[config.mk]
export PLATFORM = sky130hd
export DESIGN_NAME = axi_lite_regfile
export DESIGN_NICKNAME = d
export VERILOG_FILES = /design/src/rtl/axi_lite_pkg.sv /design/src/rtl/axi_lite_addr_decode.sv /design/src/rtl/axi_lite_regfile.sv
export SDC_FILE = /design/constraint.sdc
export NUM_CORES = 1
export LEC_CHECK = 0
export BUFFER_PORTS_ARGS = -buffer_cell sky130_fd_sc_hd__buf_2
export CAP_MARGIN = 20
export CORE_AREA = 8 8 460 462
export DETAILED_ROUTE_END_ITERATION = 10
export DIE_AREA = 0 0 468 470
export GPL_TIMING_DRIVEN = 0
export PLACE_DENSITY = 0.44
export REMOVE_ABC_BUFFERS = 1
export SYNTH_ARGS = -nofsm -noshare
export SYNTH_HDL_FRONTEND = slang
export SYNTH_HIERARCHICAL = 1
export SYNTH_SLANG_ARGS = --single-unit
export TNS_END_PERCENT = 20
[constraint.sdc]
create_clock -name clk -period 7.2 [get_ports clk]
set_input_delay 0.72 -clock clk [delete_from_list [all_inputs] [get_ports clk]]
set_output_delay 0.72 -clock clk [all_outputs]
set_load 0.02 [all_outputs]
[src/rtl/axi_lite_pkg.sv]
// Shared AXI-Lite definitions: response codes and a register-index width helper.
// Used by the register file and by the core-side master bridge.
package axi_lite_pkg;

  typedef logic [1:0] axi_resp_t;

  localparam axi_resp_t RESP_OKAY   = 2'b00;
  localparam axi_resp_t RESP_SLVERR = 2'b10;

  // Number of index bits needed to address n registers (never less than 1).
  function automatic int idx_width(input int n);
    return (n > 1) ? $clog2(n) : 1;
  endfunction

endpackage

[src/rtl/axi_lite_addr_decode.sv]
// Combinational address decoder for a word-addressed register window.
// Maps a byte address to {hit, register index, read-only flag}; addr[1:0] are ignored.
module axi_lite_addr_decode
  import axi_lite_pkg::*;
#(
  parameter logic [31:0] BASE_ADDR = 32'h4000_0000,
  parameter int N_REGS = 16,
  parameter logic [N_REGS-1:0] RO_MASK = '0,
  localparam int IDX_W = idx_width(N_REGS)
) (
  input  logic [31:0]      addr,
  output logic             hit,
  output logic [IDX_W-1:0] idx,
  output logic             ro
);

  localparam logic [31:0] SPAN = 32'(4 * N_REGS);

  logic [31:0] off;

  // Window check, word index extraction and read-only lookup.
  always_comb begin
    off = addr - BASE_ADDR;
    hit = (addr >= BASE_ADDR) && (off < SPAN);
    idx = off[IDX_W+1:2];
    ro  = 1'b0;
    for (int i = 0; i < N_REGS; i++) begin
      if (idx == IDX_W'(i)) ro = hit & RO_MASK[i];
    end
  end

endmodule

[src/rtl/axi_lite_regfile.sv]
// AXI-Lite responder backed by N_REGS 32-bit registers. Read-only registers return live
// status words. One write and one read may be outstanding; read and write paths are
// independent, and a same-cycle read of a register being written returns the old value.
// Handshake: a transfer happens on a rising edge where valid && ready; every ready is
// decoded from registered state only, never from the same channel's valid.
module axi_lite_regfile
  import axi_lite_pkg::*;
#(
  parameter logic [31:0] BASE_ADDR = 32'h4000_0000,
  parameter int N_REGS = 16,
  parameter logic [N_REGS-1:0] RO_MASK = '0,
  localparam int IDX_W = idx_width(N_REGS)
) (
  input  logic                  clk,
  input  logic                  resetn,
  input  logic [31:0]           s_axi_awaddr,
  input  logic [2:0]            s_axi_awprot,
  input  logic                  s_axi_awvalid,
  output logic                  s_axi_awready,
  input  logic [31:0]           s_axi_wdata,
  input  logic [3:0]            s_axi_wstrb,
  input  logic                  s_axi_wvalid,
  output logic                  s_axi_wready,
  output logic [1:0]            s_axi_bresp,
  output logic                  s_axi_bvalid,
  input  logic                  s_axi_bready,
  input  logic [31:0]           s_axi_araddr,
  input  logic [2:0]            s_axi_arprot,
  input  logic                  s_axi_arvalid,
  output logic                  s_axi_arready,
  output logic [31:0]           s_axi_rdata,
  output logic [1:0]            s_axi_rresp,
  output logic                  s_axi_rvalid,
  input  logic                  s_axi_rready,
  input  logic [32*N_REGS-1:0]  status_i,
  output logic [32*N_REGS-1:0]  regs_o,
  output logic [N_REGS-1:0]     wr_pulse_o
);

  logic             aw_full, w_full;
  logic [31:0]      aw_addr_q, w_data_q;
  logic [3:0]       w_strb_q;
  logic [31:0]      regs     [N_REGS];
  logic [31:0]      status_w [N_REGS];

  logic             aw_hs, w_hs, ar_hs, commit, wr_ok;
  logic [31:0]      wr_addr, wr_data, rd_word;
  logic [3:0]       wr_strb;
  logic             wr_hit, wr_ro, rd_hit, rd_ro;
  logic [IDX_W-1:0] wr_idx, rd_idx;

  logic unused_prot;
  assign unused_prot = ^{s_axi_awprot, s_axi_arprot};

  assign s_axi_awready = !aw_full && !s_axi_bvalid;
  assign s_axi_wready  = !w_full && !s_axi_bvalid;
  assign s_axi_arready = !s_axi_rvalid;

  assign aw_hs  = s_axi_awvalid && s_axi_awready;
  assign w_hs   = s_axi_wvalid && s_axi_wready;
  assign ar_hs  = s_axi_arvalid && s_axi_arready;
  // Commit as soon as both halves are present, whether held or arriving this cycle.
  assign commit = (aw_full || aw_hs) && (w_full || w_hs) && !s_axi_bvalid;

  assign wr_addr = aw_full ? aw_addr_q : s_axi_awaddr;
  assign wr_data = w_full ? w_data_q : s_axi_wdata;
  assign wr_strb = w_full ? w_strb_q : s_axi_wstrb;
  assign wr_ok   = wr_hit && !wr_ro;

  for (genvar i = 0; i < N_REGS; i++) begin : g_words
    assign regs_o[32*i +: 32] = regs[i];
    assign status_w[i]        = status_i[32*i +: 32];
  end

  axi_lite_addr_decode #(.BASE_ADDR(BASE_ADDR), .N_REGS(N_REGS), .RO_MASK(RO_MASK)) u_wr_dec (
    .addr(wr_addr), .hit(wr_hit), .idx(wr_idx), .ro(wr_ro)
  );

  axi_lite_addr_decode #(.BASE_ADDR(BASE_ADDR), .N_REGS(N_REGS), .RO_MASK(RO_MASK)) u_rd_dec (
    .addr(s_axi_araddr), .hit(rd_hit), .idx(rd_idx), .ro(rd_ro)
  );

  // Read source: live status for read-only registers, zero outside the window.
  always_comb begin
    rd_word = '0;
    if (rd_hit) rd_word = rd_ro ? status_w[rd_idx] : regs[rd_idx];
  end

  // AW/W holding registers and the B channel.
  always_ff @(posedge clk or negedge resetn) begin
    if (!resetn) begin
      aw_full      <= 1'b0;
      w_full       <= 1'b0;
      aw_addr_q    <= '0;
      w_data_q     <= '0;
      w_strb_q     <= '0;
      s_axi_bvalid <= 1'b0;
      s_axi_bresp  <= RESP_OKAY;
    end else if (commit) begin
      aw_full      <= 1'b0;
      w_full       <= 1'b0;
      s_axi_bvalid <= 1'b1;
      s_axi_bresp  <= wr_ok ? RESP_OKAY : RESP_SLVERR;
    end else begin
      if (aw_hs) begin
        aw_full   <= 1'b1;
        aw_addr_q <= s_axi_awaddr;
      end
      if (w_hs) begin
        w_full   <= 1'b1;
        w_data_q <= s_axi_wdata;
        w_strb_q <= s_axi_wstrb;
      end
      if (s_axi_bvalid && s_axi_bready) s_axi_bvalid <= 1'b0;
    end
  end

  // Register array byte-lane update and the one-cycle write pulse.
  always_ff @(posedge clk or negedge resetn) begin
    if (!resetn) begin
      for (int i = 0; i < N_REGS; i++) regs[i] <= '0;
      wr_pulse_o <= '0;
    end else begin
      wr_pulse_o <= '0;
      if (commit && wr_ok) begin
        for (int k = 0; k < 4; k++) begin
          if (wr_strb[k]) regs[wr_idx][8*k +: 8] <= wr_data[8*k +: 8];
        end
        wr_pulse_o[wr_idx] <= 1'b1;
      end
    end
  end

  // R channel: sample on the AR handshake, hold until rready.
  always_ff @(posedge clk or negedge resetn) begin
    if (!resetn) begin
      s_axi_rvalid <= 1'b0;
      s_axi_rdata  <= '0;
      s_axi_rresp  <= RESP_OKAY;
    end else if (ar_hs) begin
      s_axi_rvalid <= 1'b1;
      s_axi_rdata  <= rd_word;
      s_axi_rresp  <= rd_hit ? RESP_OKAY : RESP_SLVERR;
    end else if (s_axi_rvalid && s_axi_rready) begin
      s_axi_rvalid <= 1'b0;
    end
  end

endmodule

After elaboration in Yosys (flattened, before gate mapping)

Index checks and enable logic that the tools add are counted.

Logic and storage cells: 106
Bits in registers: 636
Output and inout bits: 569

Magnitude comparators: 9
Bitwise operators: 3
Mux-type cells: 39
Reduce and logical (&&, ||, !) cells: 26
Add/subtract/negate cells: 2

Operators with widths:

| cell                                                  | count |
|---|---|
| 2-to-1 mux 512 bit                                    | 7 |
| bitwise mux 512 bit                                   | 4 |
| demux 32 bit (select 4 bit)                           | 4 |
| 2-to-1 mux 32 bit                                     | 6 |
| binary-select mux 32 bit (select 4 bit)               | 1 |
| >= comparator 32 x 31 -> 1 bit, second input constant | 2 |
| < comparator 32 x 7 -> 1 bit, second input constant   | 2 |
| subtractor 32 x 31 -> 32 bit, second input constant   | 2 |
| 2-to-1 mux 16 bit                                     | 2 |
| 2-to-1 mux 24 bit                                     | 1 |
| logical AND 1 bit                                     | 14 |
| >= comparator 5 bit, second input constant            | 2 |
| inverter 4 -> 5 bit                                   | 2 |
| 2-to-1 mux 1 bit                                      | 9 |
| 2-to-1 mux 8 bit                                      | 1 |
| nonzero test 2 bit                                    | 4 |
| < comparator 4 x 5 -> 1 bit, second input constant    | 1 |
| < comparator 5 x 1 -> 1 bit, second input constant    | 1 |
| demux 1 bit (select 4 bit)                            | 1 |
| >= comparator 4 x 1 -> 1 bit, second input constant   | 1 |
| zero test 1 bit                                       | 4 |
| 2-to-1 mux 2 bit                                      | 2 |
| 2-to-1 mux 4 bit                                      | 1 |
| AND reduction 2 bit                                   | 2 |
| other kinds (2)                                       | 3 |

Logic depth before layout (Yosys ltp)

Gate-level depths: netlist of run 1.

Depth in word-level cells: 18
Depth in mapped cells: 13

By module

Netlist of run 1, hierarchy kept.

Modules (own cells, without submodules):

| module               | sequential area each (um^2) | area each (um^2) | times used | cells each |
|---|---|---|---|---|
| axi_lite_regfile     | 15865.2                     | 33220.6          | 1          | 2565 |
| axi_lite_addr_decode | 0.0                         | 118.9            | 2          | 16 |

Worst setup path after synthesis of run 1

OpenSTA, ideal clock, no wires.

Kind: register -> register
From: register aw_full
To: register regs, in the netlist regs_o[400]
Arrival: 3002 ps
Slack: 4070 ps
Setup time: 128 ps
Cell stages (with the launch flop): 13
Data required time: 7072 ps
Clock period less this slack: 3130 ps
Cells stage by stage: dfrtp_1 -> buf_2 -> buf_1 -> mux2_2 -> nor4_2 -> nand4_1 -> nor2_1 -> nand2b_1 -> clkbuf_1 -> or2_2 -> nor3_2 -> nand2_2 -> mux2_1

RTL lines:

| element                       | RTL line                   | text |
|---|---|---|
| start, declared               | axi_lite_regfile.sv:40     | `logic aw_full, w_full;` |
| start signal, assigned        | axi_lite_regfile.sv:92     | `aw_full <= 1'b0;` |
| start signal, assigned        | axi_lite_regfile.sv:100    | `aw_full <= 1'b0;` |
| start signal, assigned        | axi_lite_regfile.sv:106    | `aw_full <= 1'b1;` |
| 2-to-1 mux 32 bit *           | axi_lite_regfile.sv:65     | `assign wr_addr = aw_full ? aw_addr_q : s_axi_awaddr;` |
| net wr_addr[21]               | axi_lite_regfile.sv:47     | `logic [31:0] wr_addr, wr_data, rd_word;` |
| subtractor 32 x 31 -> 32 bit  | axi_lite_addr_decode.sv:23 | `off = addr - BASE_ADDR;` |
| < comparator 32 x 7 -> 1 bit  | axi_lite_addr_decode.sv:24 | `hit = (addr >= BASE_ADDR) && (off < SPAN);` |
| logical AND 1 bit *           | axi_lite_addr_decode.sv:24 |  |
| net wr_hit                    | axi_lite_regfile.sv:49     | `logic wr_hit, wr_ro, rd_hit, rd_ro;` |
| logical AND 1 bit *           | axi_lite_regfile.sv:125    | `if (commit && wr_ok) begin` |
| end signal, assigned by index | axi_lite_regfile.sv:127    | `if (wr_strb[k]) regs[wr_idx][8*k +: 8] <= wr_data[8*k +: 8];` |
| end, declared                 | axi_lite_regfile.sv:43     | `logic [31:0] regs [N_REGS];` |

Mark *: on every way through the listed nets, which the timed path passes. The rest lies on a longest branch. The select of a mux whose other input is x is not followed.
A chain may end at the register's enable or synchronous reset.

Worst setup path in the final report of run 1

From: register aw_full
To: register regs, in the netlist regs_o[74]

Same word-level chain as after synthesis.

==> reports/qor.yml, run 1 <==
run_status: "complete, but fails checks"
failed_checks: "slew limit"
irDropWorstVdd_mv: 0.171
layout_commonest_cell: "buf_2"
cts_setup_buffers: 0
portBuffers: 1181
finalNetCount: 4334
finalCriticalPeriod_ns: 5.27
route.detailed.drc: 0
path_clk_slew_ns: 0.06
syn_area_per_cell_um2: 12.9
cp_data_arrival_time_ns: 5.83
clockBufferDepth: 3
setup_tns_ns: 0
fill_cells: 22200
finalWeightedCongestion: 0.860
fp-row-count: 166
grt_setup_unrepaired: "false"
antenna_left: 0
viasPerCell: 4.40
gr-total-overflow: 0
grt_pass1_wl_um: 301000
hold_viol: 0
place_area_um2: 42700
finClkSkew_ns: 0.0415
wire_per_inst_um: 35.9
hold_path.class: "in -> reg"
clock_sinks: 632
cts_root_buf: "clkbuf_16"
seqCellArea_um2: 15800
cellLeakagePower_nw: 23.0
grt_max_degree: 110
slew_headroom_pct: -96.6
ys.warnings.count: 6
die-area_um2: 220000
hold_buffers: 1
drtIter0Drc: 2033
numCtsBuffers: 83
antenna_found_initial: 116
multi_input_area_um2: 16500
dpl.hpwl_um: 186000
fin_crit_sh_pct: 73.1
ctsResizeCount: 0
fmax_mhz: 190
first_global_vias: 29600
cp-end-kind: "register"
syn_area_um2: 33400
worst_pin_slew_ns: 2.95
slew_violations: 44
htreeDepth: 3
powerDensity_nw_per_um2: 231
critPathMaxStageDelay_ns: 0.90
synth_cells: 2591
crit_chain: "mux2_2, nor4_2, nand4_1, nor2_1, nand2b_1, or3_1, nor2_1, nand2_1, mux2_2"
maxCapViolations: 0
chipWidth_um: 468
routed_wl_um: 234000
worstSetupPathType: "reg -> reg"
fp.coreArea_um2: 204000
cp_max_fo: 35
tritoncts: "yes"
crit_slowest_cell: "dfrtp_2"
syn_to_final_growth_pct: 37.4
die_h_um: 470
drive_above_1_share_pct: 54.4
critPathRequiredTime_ns: 7.76
setup-violations-final: 0
design_area_um2: 45800
via_count: 28700
layout_common_cells: "buf_2, dfrtp_1, mux2_2, mux2i_1, nand2_1"
drtPass1Iterations: 5
grt_usage_pct: 20.4
startpoint_type: "register"
insertion_delay_ns: 0.71
pin_count: 1194
initial_core_util_pct: 16.4
report_power, final:
part	leakage, nW	switching, mW	internal [mW]
clock	1.42	1.82	2.64
sequential	8.68	0.175	3.75
combinational	12.9	1.36	0.848
total	23.0	3.35	7.24
registers in the layout, summed over array words and instances (netlist names), 4 cells and up:
register	cells
w_strb_q	4
regs_o	512
w_data_q	32
aw_addr_q	30
wr_pulse_o	16
s_axi_rdata	32
metal layers:
layer | share of wire [%] | global-route usage, %
met4 | 3.5 | 6.58
met3 | 9.4 | 6.89
met1 | 39 | 24.3
met5 | 0.16 | 0
met2 | 48 | 34.4
stage by stage:
stage | util (%) | setup WS, ns | hold slack, ns | std cells | total power [mW]
after floorplan | - | 3.14 | 0.424 | 2387 | 5.04
after global placement | 20.3 | -9.71 | 0.455 | 6256 | 6.26
after detailed placement | 20.9 | 1.81 | 0.460 | 6308 | 6.21
after CTS | 22.4 | 1.81 | 0.120 | 6460 | 10.8
after global routing | 22.4 | 1.73 | 0.159 | 6504 | 11.0
final | 22.5 | 1.93 | 0.236 | 6525 | 10.6
final cells by class:
class,count,share of cell area (%)
timing repair buffer,1237,15.6
inverter,3,0.0246
clock inverter,33,1.06
clock buffer,118,5.23
tap,2688,7.34
antenna,62,0.338
sequential,632,34.5
multi-input combinational,1752,35.9
worst paths after layout:
| check | from | to | slack, ns | cells after the start |
|---|---|---|---|---|
| max | aw_full | regs_o[74] | 1.93 | 9 |
| min | s_axi_bready | s_axi_bvalid | 0.24 | 2 |
| max reg2reg | aw_full | regs_o[74] | 1.93 | 9 |
| min reg2reg | s_axi_rdata[25] | s_axi_rdata[25] | 0.47 | 2 |
| max in group asynchronous | resetn | regs_o[197] | 4.60 | 5 |
| min in group asynchronous | resetn | regs_o[106] | 0.63 | 2 |
worst max-delay path, delay by kind of cell, from the launching register on:
family | cells | cell delay (ns)
AND/OR/NAND/NOR | 7 | 3.24
multiplexers | 2 | 0.95
flip-flops | 1 | 0.90
(Power assumes the default switching activity.)
==> inputs of run 2 (changes only) <==
--- a/config.mk
+++ b/config.mk
@@ -11,7 +11,7 @@
 export DETAILED_ROUTE_END_ITERATION = 10
 export DIE_AREA = 0 0 468 470
 export GPL_TIMING_DRIVEN = 0
-export PLACE_DENSITY = 0.44
+export PLACE_DENSITY = 0.45
 export REMOVE_ABC_BUFFERS = 1
 export SYNTH_ARGS = -nofsm -noshare
 export SYNTH_HDL_FRONTEND = slang
==> constraint.sdc (replaced) <==
create_clock -name clk -period 4.75 [get_ports clk]
set_input_delay 0.475 -clock clk [delete_from_list [all_inputs] [get_ports clk]]
set_output_delay 0.475 -clock clk [all_outputs]
set_load 0.02 [all_outputs]
==> reports/qor.yml, run 2 (synthesis results as in run 1) <==
run_status: "complete, but fails checks"
failed_checks: "slew limit"
irDropWorstVdd_mv: 0.361
grt_setup_unrepaired: "true"
chipWidth_um: 468
crit_slowest_cell: "nor2_1"
insertion_delay_ns: 0.69
startpoint_type: "register"
grt_usage_pct: 20.2
htreeDepth: 3
finalWeightedCongestion: 0.869
viasPerCell: 4.46
tritoncts: "yes"
critPathMaxStageDelay_ns: 0.64
crit_chain: "buf_16, mux2_2, nor4_2, nand4_1, nor2_1, nand2b_1, or2_2, nor2_1, nand2_2, mux2_2"
path_clk_slew_ns: 0.06
startpoint: "aw_full"
critPathRequiredTime_ns: 5.31
gr-total-overflow: 0
whs_ns: 0.0916
wl_met1_um: 89500
largest_register_ffs: 512
fmax_mhz: 217
clockBufferDepth: 3
worstSetupPathType: "reg -> reg"
hp-start: "s_axi_awaddr[4]"
drtIter0Drc: 2251
grt_max_degree: 105
finalCriticalPeriod_ns: 4.60
die_h_um: 470
initial_core_util_pct: 16.4
powerDensity_nw_per_um2: 333
multi_input_area_um2: 16600
die-area_um2: 220000
drtPass1Iterations: 6
layout_common_cells: "buf_2, dfrtp_1, mux2_2, mux2i_1, nand2_1"
pin_count: 1194
pre_cts_slack_ns: -0.443
hold_path.class: "in -> reg"
cp_max_fo: 23
report.power.total_mw: 15.4
path_delay_family: "simple AND/OR/NAND/NOR gates"
maxCapViolations: 0
cp_data_arrival_time_ns: 5.16
cellLeakagePower_nw: 23.2
layout_setup_ws_ns: 0.150
antenna_found_initial: 99
first_global_vias: 30000
fp.coreArea_um2: 204000
utilization_pct: 22.7
fill_cells: 22100
fp-row-count: 166
hold_viol: 0
clock_sinks: 632
r2r-start: "aw_full"
finClkSkew_ns: 0.0305
route.met2.wl_um: 111000
layout_commonest_cell: "buf_2"
routed_wl_um: 232000
dr_wl_met3_um: 20900
worst_pin_slew_ns: 3.50
numCtsBuffers: 82
place_area_um2: 43000
design_area_um2: 46400
seqCellArea_um2: 15800
syn_to_final_growth_pct: 39.0
cts_root_buf: "clkbuf_16"
slew_headroom_pct: -134
finalNetCount: 4404
via_count: 29300
top_layer: "met5"
route.detailed.drc: 0
crit_buf_inv: 1
cp-end-kind: "register"
antenna_left: 0
slew_violations: 44
setup-violations-final: 0
dpl.hpwl_um: 182000
fin_crit_sh_pct: 96.8
drive_above_1_share_pct: 54.5
grt_pass1_wl_um: 299000
wire_per_inst_um: 35.4
portBuffers: 1181
-- run 2: power breakdown --
group / internal [mW] / leakage, nW / switching, mW
sequential: 5.69 / 8.68 / 0.287
combinational: 1.35 / 13.3 / 2.03
clock: 3.44 / 1.24 / 2.64
total: 10.5 / 23.2 / 4.96
-- run 2: per-stage QoR --
stage               TNS [ns]  instances
finish                     0       6559
global route        -0.00853       6550
CTS                   -28.27       6521
detailed placement    -38.71       6314
global placement    -9520.40       6256
floorplan                  0       2387
-- run 2: area by class of cell --
class | count | share of cell area, %
flip-flops and latches | 632 | 34.1
diodes | 33 | 0.178
inverters | 3 | 0.0243
multi-input cells | 1752 | 35.8
repair buffers | 1308 | 17.3
well taps | 2688 | 7.25
clock buffers | 119 | 5.09
clock inverters | 24 | 0.345
-- run 2: final timing paths --
path,endpoint,slack (ns),depth (start not counted)
worst min-delay path,aw_addr_q[4],0.09,2
max in group asynchronous,regs_o[0],2.69,4
min in group asynchronous,s_axi_rvalid,0.41,2
worst max-delay path,regs_o[435],0.15,10
worst max register to register,regs_o[435],0.15,10
worst min register to register,s_axi_rdata[8],0.47,2
-- run 2: what timing repair did --
action	CTS	global route
hold buffers	64	0
buffers inserted	0	0
setup endpoints to repair	253	243
resized for setup	18	25
endpoints found under the hold margin	137	0
-- run 2: per-layer routing --
| layer | GRT usage, % | vias to the layer above |
|---|---|---|
| met5 | 0 | - |
| met4 | 7.76 | 34 |
| met3 | 6.67 | 368 |
| met2 | 34.3 | 1581 |
| met1 | 23.5 | 15100 |
| li1 | - | 12200 |
-- run 2: worst register-to-register path: stages (launching register included) --
cell,delay (ns)
dfrtp_2,0.56
buf_16,0.22
mux2_2,0.37
nor4_2,0.36
nand4_1,0.22
nor2_1,0.31
nand2b_1,0.31
or2_2,0.42
nor2_1,0.64
nand2_2,0.57
mux2_2,0.49
